$ cat config.mk
export PLATFORM = sky130hd
export DESIGN_NAME = vec_word_serializer
export DESIGN_NICKNAME = d
export VERILOG_FILES = /design/src/rtl/fp_accel_pkg.sv /design/src/rtl/fp_hold_reg.sv /design/src/rtl/vec_word_serializer.sv
export SDC_FILE = /design/constraint.sdc
export NUM_CORES = 2
export LEC_CHECK = 0
export ABC_CLOCK_PERIOD_IN_PS = 5000
export CORE_AREA = 2 2 441 443
export CTS_CLUSTER_SIZE = 8
export DETAILED_ROUTE_END_ITERATION = 10
export DIE_AREA = 0 0 443 445
export PLACE_DENSITY = 0.68
export SLEW_MARGIN = 20
export SYNTH_ARGS = -nofsm -noshare
export SYNTH_HDL_FRONTEND = slang
export SYNTH_SLANG_ARGS = --single-unit
$ cat constraint.sdc
create_clock -name clk -period 5 [get_ports clk]
set_input_delay 1.25 -clock clk [delete_from_list [all_inputs] [get_ports clk]]
set_output_delay 1.25 -clock clk [all_outputs]
set_load 0.02 [all_outputs]
$ cat src/rtl/fp_accel_pkg.sv
// Shared fingerprint-accelerator definitions: default geometry and the
// serializer FSM encoding.
package fp_accel;

   localparam int VECTOR_WIDTH_DEF = 160;
   localparam int WORD_NUM_DEF     = 6;
   localparam int LEN_WIDTH_DEF    = 3;

   typedef enum logic {
      ST_IDLE = 1'b0,
      ST_SEND = 1'b1
   } ser_state_e;

endpackage

$ cat src/rtl/fp_hold_reg.sv
// One-entry fingerprint/length holding register; loads on demand, clears on reset.
module fp_hold_reg #(
   parameter int FP_W  = 960,
   parameter int LEN_W = 3
) (
   input  logic             clk,
   input  logic             rst,
   input  logic             load,
   input  logic [FP_W-1:0]  d_fp,
   input  logic [LEN_W-1:0] d_len,
   output logic [FP_W-1:0]  q_fp,
   output logic [LEN_W-1:0] q_len
);

   always_ff @(posedge clk) begin
      if (rst) begin
         q_fp  <= '0;
         q_len <= '0;
      end else if (load) begin
         q_fp  <= d_fp;
         q_len <= d_len;
      end
   end

endmodule

$ cat src/rtl/vec_word_serializer.sv
// Streams a multi-word fingerprint out one word per cycle, with one active
// entry plus one buffered entry so consecutive fingerprints run without bubbles.
module vec_word_serializer
   import fp_accel::*;
#(
   parameter int VECTOR_WIDTH = VECTOR_WIDTH_DEF,
   parameter int WORD_NUM     = WORD_NUM_DEF,
   parameter int LEN_WIDTH    = LEN_WIDTH_DEF
) (
   input  logic                             clk,
   input  logic                             rst,
   input  logic [VECTOR_WIDTH*WORD_NUM-1:0] i_Fingerprint,
   input  logic [LEN_WIDTH-1:0]             i_Len,
   input  logic                             i_Valid,
   output logic                             o_Ready,
   output logic [VECTOR_WIDTH-1:0]          o_Vector,
   output logic                             o_Valid,
   output logic                             o_LastWordOfVector,
   output logic                             o_Busy
);

   localparam int FP_W = VECTOR_WIDTH * WORD_NUM;

   ser_state_e               state, state_n;
   logic [LEN_WIDTH-1:0]     idx, idx_n, idx_inc;
   logic                     buf_full, buf_full_n;
   logic [LEN_WIDTH-1:0]     in_len;
   logic                     accept, last_now;

   logic [FP_W-1:0]          act_fp, buf_fp, act_d_fp;
   logic [LEN_WIDTH-1:0]     act_len, buf_len, act_d_len;
   logic                     act_load, act_src_buf, buf_load, buf_clr;

   logic [VECTOR_WIDTH-1:0]  vec_n;
   logic                     vld_n, last_n, busy_n;

   function automatic logic [VECTOR_WIDTH-1:0] word_at(input logic [FP_W-1:0] fp,
                                                       input logic [LEN_WIDTH-1:0] k);
      word_at = '0;
      for (int j = 0; j < WORD_NUM; j++)
         if (k == LEN_WIDTH'(j)) word_at = fp[j*VECTOR_WIDTH +: VECTOR_WIDTH];
   endfunction

   // Lengths beyond the fingerprint size are clamped at the door so the
   // stored length is always a legal word count.
   assign in_len   = (i_Len > LEN_WIDTH'(WORD_NUM)) ? LEN_WIDTH'(WORD_NUM) : i_Len;
   assign o_Ready  = !rst && !buf_full;
   assign accept   = i_Valid && o_Ready;
   assign idx_inc  = idx + 1'b1;
   assign last_now = (state == ST_SEND) && (idx_inc == act_len);

   assign act_d_fp  = act_src_buf ? buf_fp  : i_Fingerprint;
   assign act_d_len = act_src_buf ? buf_len : in_len;

   fp_hold_reg #(.FP_W(FP_W), .LEN_W(LEN_WIDTH)) u_active (
      .clk   (clk),
      .rst   (rst),
      .load  (act_load),
      .d_fp  (act_d_fp),
      .d_len (act_d_len),
      .q_fp  (act_fp),
      .q_len (act_len)
   );

   fp_hold_reg #(.FP_W(FP_W), .LEN_W(LEN_WIDTH)) u_buffer (
      .clk   (clk),
      .rst   (rst),
      .load  (buf_load),
      .d_fp  (i_Fingerprint),
      .d_len (in_len),
      .q_fp  (buf_fp),
      .q_len (buf_len)
   );

   always_comb begin
      state_n     = state;
      idx_n       = idx;
      vec_n       = '0;
      vld_n       = 1'b0;
      last_n      = 1'b0;
      act_load    = 1'b0;
      act_src_buf = 1'b0;
      buf_load    = 1'b0;
      buf_clr     = 1'b0;
      case (state)
         ST_IDLE: begin
            // Zero-length fingerprints are swallowed here without leaving IDLE.
            if (accept && in_len != '0) begin
               act_load = 1'b1;
               state_n  = ST_SEND;
               idx_n    = '0;
               vec_n    = word_at(i_Fingerprint, LEN_WIDTH'(0));
               vld_n    = 1'b1;
               last_n   = (in_len == LEN_WIDTH'(1));
            end
         end
         ST_SEND: begin
            if (!last_now) begin
               idx_n    = idx_inc;
               vec_n    = word_at(act_fp, idx_inc);
               vld_n    = 1'b1;
               last_n   = (LEN_WIDTH'(idx_inc + 1'b1) == act_len);
               buf_load = accept && (in_len != '0);
            end else if (buf_full) begin
               // Promote the buffered entry directly behind the last word.
               act_load    = 1'b1;
               act_src_buf = 1'b1;
               buf_clr     = 1'b1;
               idx_n       = '0;
               vec_n       = word_at(buf_fp, LEN_WIDTH'(0));
               vld_n       = 1'b1;
               last_n      = (buf_len == LEN_WIDTH'(1));
            end else if (accept && in_len != '0) begin
               act_load = 1'b1;
               idx_n    = '0;
               vec_n    = word_at(i_Fingerprint, LEN_WIDTH'(0));
               vld_n    = 1'b1;
               last_n   = (in_len == LEN_WIDTH'(1));
            end else begin
               state_n = ST_IDLE;
               idx_n   = '0;
            end
         end
         default: state_n = ST_IDLE;
      endcase
   end

   assign buf_full_n = buf_load || (buf_full && !buf_clr);
   assign busy_n     = (state_n == ST_SEND) || buf_full_n;

   always_ff @(posedge clk) begin
      if (rst) begin
         state              <= ST_IDLE;
         idx                <= '0;
         buf_full           <= 1'b0;
         o_Vector           <= '0;
         o_Valid            <= 1'b0;
         o_LastWordOfVector <= 1'b0;
         o_Busy             <= 1'b0;
      end else begin
         state              <= state_n;
         idx                <= idx_n;
         buf_full           <= buf_full_n;
         o_Vector           <= vec_n;
         o_Valid            <= vld_n;
         o_LastWordOfVector <= last_n;
         o_Busy             <= busy_n;
      end
   end

endmodule
Word level (Yosys, flattened, before mapping). Index checks and enable logic that the tools add are counted. Widths: inputs -> output; s select.

Word-level logic and storage cells: 67. Flip-flop bits (word level): 2093. Input port bits: 966.

Equal/unequal tests: 10. Bitwise logic cells: 1. $lt $le $gt $ge: 1. Reduce and logical (&&, ||, !) cells: 12. Multiplexer cells: 31. Add/sub/neg operators: 2.

Operators by type and width (number): $mux 160 (9); $mux 960 (1); $pmux 160 s2 (1); $mux 1 (12); $mux 3 (4); $eq 3x1->1 const B (3); $add 3x1->3 const B (2); $eq 3x2->1 const B (2); $eq 3x3->1 (2); $eq 3x3->1 const B (2); $pmux 1 s2 (3); $pmux 3 s2 (1); $logic_and 1x1->1 (5); $gt 3x3->1 const B (1); $logic_not 1->1 (3); $logic_not 3->1 (1); $reduce_bool 3->1 (1); $logic_or 1x1->1 (2); $ne 2x2->1 const B (1); $not 1->1 (1).

Depth between registers and ports, before layout.
Word-level depth: 10. Mapped depth: 11.

By module. A second synthesis with hierarchy kept.

Cell total of the unflattened synthesis: 8904. Area, all modules: 93688.6 um^2.

By module, submodules not included: fp_hold_reg (cells an instance 3103, seq. area each 19278.5 um^2, instances 2, area an instance 33763.6 um^2); vec_word_serializer (cells an instance 2698, seq. area each 3343.2 um^2, instances 1, area an instance 26161.3 um^2).

Worst setup path before layout. No wires, ideal clock.

Path type: in2out. Start: input rst. End: output o_Ready. Data required time: 3.750 ns. Data arrival time: 2.548 ns. Cell stages on the path: 5. Path slack: 1.202 ns. Cell sequence: clkbuf_1 -> clkbuf_1 -> clkbuf_1 -> clkbuf_1 -> nor2_1.

Cells in the longest elaborated chain, start to end: 2.

RTL lines: start: declaration (line vec_word_serializer.sv:11) `input logic rst,`; $logic_not 1->1 (line vec_word_serializer.sv:47) `assign o_Ready = !rst && !buf_full;`; $logic_and 1x1->1 (line vec_word_serializer.sv:47); end: declaration (line vec_word_serializer.sv:15) `output logic o_Ready,`.

No other way between the ends.

Final worst setup path.
Start: register idx[0]. End: register u_active.q_fp[400].

Cells in the longest elaborated chain, start to end: 6. Elaborated cells between the ends (all ways): 8. Classes of those cells: add/sub (1); eq/ne (1); mux (5); reduce/logical (1).

RTL lines: start: declaration (line vec_word_serializer.sv:25) `logic [LEN_WIDTH-1:0] idx, idx_n, idx_inc;`; start signal: assignment (line vec_word_serializer.sv:142) `idx <= idx_n;`; $add 3x1->3 (*) (line vec_word_serializer.sv:49) `assign idx_inc = idx + 1'b1;`; $eq 3x3->1 (*) (line vec_word_serializer.sv:50) `assign last_now = (state == ST_SEND) && (idx_inc == act_len);`; $logic_and 1x1->1 (*) (line vec_word_serializer.sv:50); $mux 1 (line vec_word_serializer.sv:98) `if (!last_now) begin`; $mux 1 (line vec_word_serializer.sv:85) `case (state)`; $mux 960 (line vec_word_serializer.sv:52) `assign act_d_fp = act_src_buf ? buf_fp : i_Fingerprint;`; end signal: assignment (line fp_hold_reg.sv:20) `q_fp <= d_fp;`; end: declaration (line fp_hold_reg.sv:11) `output logic [FP_W-1:0] q_fp,`.

Mark *: on every way between the ends. The rest lies on a longest branch, timed or not. A chain may end at the register's enable or synchronous reset.

==> reports/results.ini <==
[cts]
numCtsBuffers = 312
hold_buffers = 0
clock_latency_ns = 0.94
post_cts_resized = 0
clock-root-buffer = clkbuf_16
clkTransAtPathRegs_ns = 0.05
cts_setup_buffers = 0
cts_max_level = 5
cts_tree = built
cts_sinks = 2093
clk_path_buf_depth = 4

[layout]
fin_area_mm2 = 0.113
drive_above_1_share_pct = 4.37
area.growth.synth_to_final_pct = 21.0
fin_nets = 12900
final_util_pct = 58.9

[critical_path]
cp_slowest_cell = buf_12
max_stage_delay_ns = 0.77
cp_num_buf_inv = 2
cp_cell_sequence = inv_1, ha_4, xor2_1, or4_4, buf_12, nand2_1, a311oi_1
end_kind = flip-flop
required_ns = 5.81
crit_family = buffers and inverters
crit_fanout = 211
crit_path_start_kind = flip-flop
worstPathArrival_ns = 4.78
path_class = flip-flop to flip-flop

[yosys]
ys_seq_elements = 2093
synth_cell_type_count = 40
synth_fp_nets = 12700
synth_warnings = 0
syn_avg_cell_area_um2 = 7.94
netlist.area_leader.share_pct = 44.8
ys_seq_area_share_pct = 44.8
synth_top_area_cell = dfxtp_1
synthCells = 11800
synth.top_cells.by_area = dfxtp_1, a21oi_1, a311oi_1
syn_area_mm2 = 0.0934

[place]
dp_hpwl_mm = 217
place.gp.congestion = 0.892
placed_cell_area_mm2 = 0.105
portBuffers = 1129

[power]
combPwrFrac_pct = 14.1
swShare_pct = 27.2
leakagePower_nw = 37.0
cellPowerDensity_mw_per_mm2 = 377
p_int_mw = 31.0
power_frac_clock_pct = 43.2
switchingPower_mw = 11.6
vdd_drop_max_mv = 0.345
power_mw = 42.6
p_seq_share_pct = 42.6

[timing]
tns_ns = 0
hold_violations = 0
rsz0062_at_grt = false
setup_viol = 0
fin_worst_skew_ns = 0.0497
relSlewSlack_pct = -3.84
fmax_ghz = 0.252
fin_crit_ns = 3.97
finalMaxSlewViolations = 30
min_period_over_period_pct = 79.4
worst_pin_slew_ns = 1.56

[floorplanning]
io_pins = 1130
die-area_mm2 = 0.197
rows = 161
start_util_pct = 48.7
core_mm2 = 0.192
die_h_um = 445
die_x_um = 443

[routing]
wl_per_cell_um = 26.0
vias = 97400
finalWirelength_mm = 379
drc = 0
firstDrtPassIters = 9
drtIter0Drc = 13200
post_drt_via_cell_ratio = 6.68
ant_nets = 0

[global_routing]
use_met3_pct = 6.83
busiest_layer = met2
grt_pass1_wl_mm = 564
grt_pass1_vias = 89600
track_usage_pct = 36.1
overflow = 0
antenna_found_initial = 100
use_met2_pct = 54.8
grt_use_met1_pct = 45.7
grt_max_degree = 257

[outcome]
violations = max-slew violations
status = finished with violations

[flow_run]
maxCapViolCount = 0

[hold_path]
hold_class = flip-flop to flip-flop

==> layout make-up <==
class	instances	area [um^2]
timing repair buffer	1308	14100
tap	2526	3160
inverter	164	616
antenna	92	230
fill	17000	78900
clock buffer	319	7940
clock inverter	9	129
sequential	2093	41900
multi-input combinational	8070	45000
==> stage by stage <==
stage               instances  worst slack, ns  hold slack, ns
finish                  14600             1.03           0.434
global route            14600            0.930           0.468
CTS                     14500             1.15           0.447
detailed placement      14200            0.661           0.466
global placement        14200            0.696           0.459
floorplan               11800             1.20           0.452
==> layout by cell type (no fill, tap or decap), types with 3 or more instances in the layout <==
master | synthesis | layout
nand2_1 | 2086 | 2086
inv_6 | 0 | 3
buf_12 | 0 | 112
nor2b_1 | 161 | 161
buf_4 | 6 | 67
nor2_1 | 6 | 5
clkdlybuf4s50_1 | 0 | 1128
ha_4 | 0 | 4
diode_2 | 0 | 92
a221o_1 | 318 | 318
nor2_4 | 1 | 3
nor3_1 | 3 | 3
nand3_1 | 966 | 966
clkbuf_16 | 0 | 317
inv_1 | 164 | 164
nand3b_1 | 160 | 160
a311oi_1 | 1121 | 1121
clkinv_8 | 0 | 4
o21ai_0 | 966 | 965
a21oi_1 | 2091 | 2090
a221oi_1 | 160 | 160
dfxtp_1 | 2093 | 2093
==> per-layer routing <==
layer	vias to the layer above	wire [um]
li1	43400	-
met5	-	30
met2	5737	172000
met4	6	28400
met1	47200	143000
met3	1046	35600
==> worst register-to-register path: cells and delay by family, from the launching register on <==
kind	cells	cell delay [ns]
xor gates and xnor gates	1	0.56
adders and majority gates	1	0.32
AOI/OAI and AO/OA	1	0.39
and+or+nand+nor	2	1.08
buffers and inverters	2	1.01
DFF	1	0.52
==> path summary, 6_finish.rpt <==
path / from / slack, ns / depth (start not counted) / endpoint
worst max-delay path: idx[0]$_SDFFE_PP0P_ / 1.03 / 7 / u_active.q_fp[400]$_SDFFE_PP0P_
worst min-delay path: u_buffer.q_fp[514]$_SDFFE_PP0P_ / 0.43 / 2 / u_active.q_fp[514]$_SDFFE_PP0P_
worst max register to register: idx[0]$_SDFFE_PP0P_ / 1.03 / 7 / u_active.q_fp[400]$_SDFFE_PP0P_
worst min register to register: u_buffer.q_fp[514]$_SDFFE_PP0P_ / 0.43 / 2 / u_active.q_fp[514]$_SDFFE_PP0P_
==> cell families after synthesis <==
logic type / Yosys count / share of synthesized area (%)
flops: 2093 / 44.8
buf+inv: 1610 / 7.07
xor+xnor: 6 / 0.0737
mux: 1 / 0.0107
compound gates: 4666 / 31.9
fa+ha+maj: 5 / 0.0670
simple gates: 3392 / 16.0
==> synth_stat cells (all sizes together) <==
library cell  number
o31ai              1
a32oi              1
nand3b           160
nor2b            161
nor2               8
nand4              1
xor3               1
a2111oi            1
mux2i              1
ha                 5
clkbuf           945
nor4b              2
nor4               2
or3b               1
o31a               1
xnor2              3
o32ai              1
or2                1
a221o            318
a221oi           160
a311oi          1121
a211oi             2
nand3            966
dfxtp           2093
a21boi             1
xor2               2
inv              164
nand2           2086
o21ai            966
a31oi              1
or4                1
nor3               3
buf              501
o311ai             1
a21oi           2091
==> sequential cells by signal, summed over array words and instances, names as in the netlist <==
signal	cells
buf_full	1
o_Vector	160
o_LastWordOfVector	1
u_active.q_len	3
u_buffer.q_fp	960
u_active.q_fp	960
idx	3
u_buffer.q_len	3
state	1
o_Busy	1
==> power groups by stage <==
stage | Clock [mW] | Sequential, mW | Combinational, mW
2_1_floorplan | 0 | 18.4 | 3.33
3_3_place_gp | 0 | 18.5 | 5.82
3_5_place_dp | 0 | 18.5 | 5.89
4_1_cts | 18.6 | 18.2 | 5.91
5_1_grt | 19.3 | 18.2 | 6.39
6_report | 18.4 | 18.2 | 6.03
(Power assumes the default switching activity.)
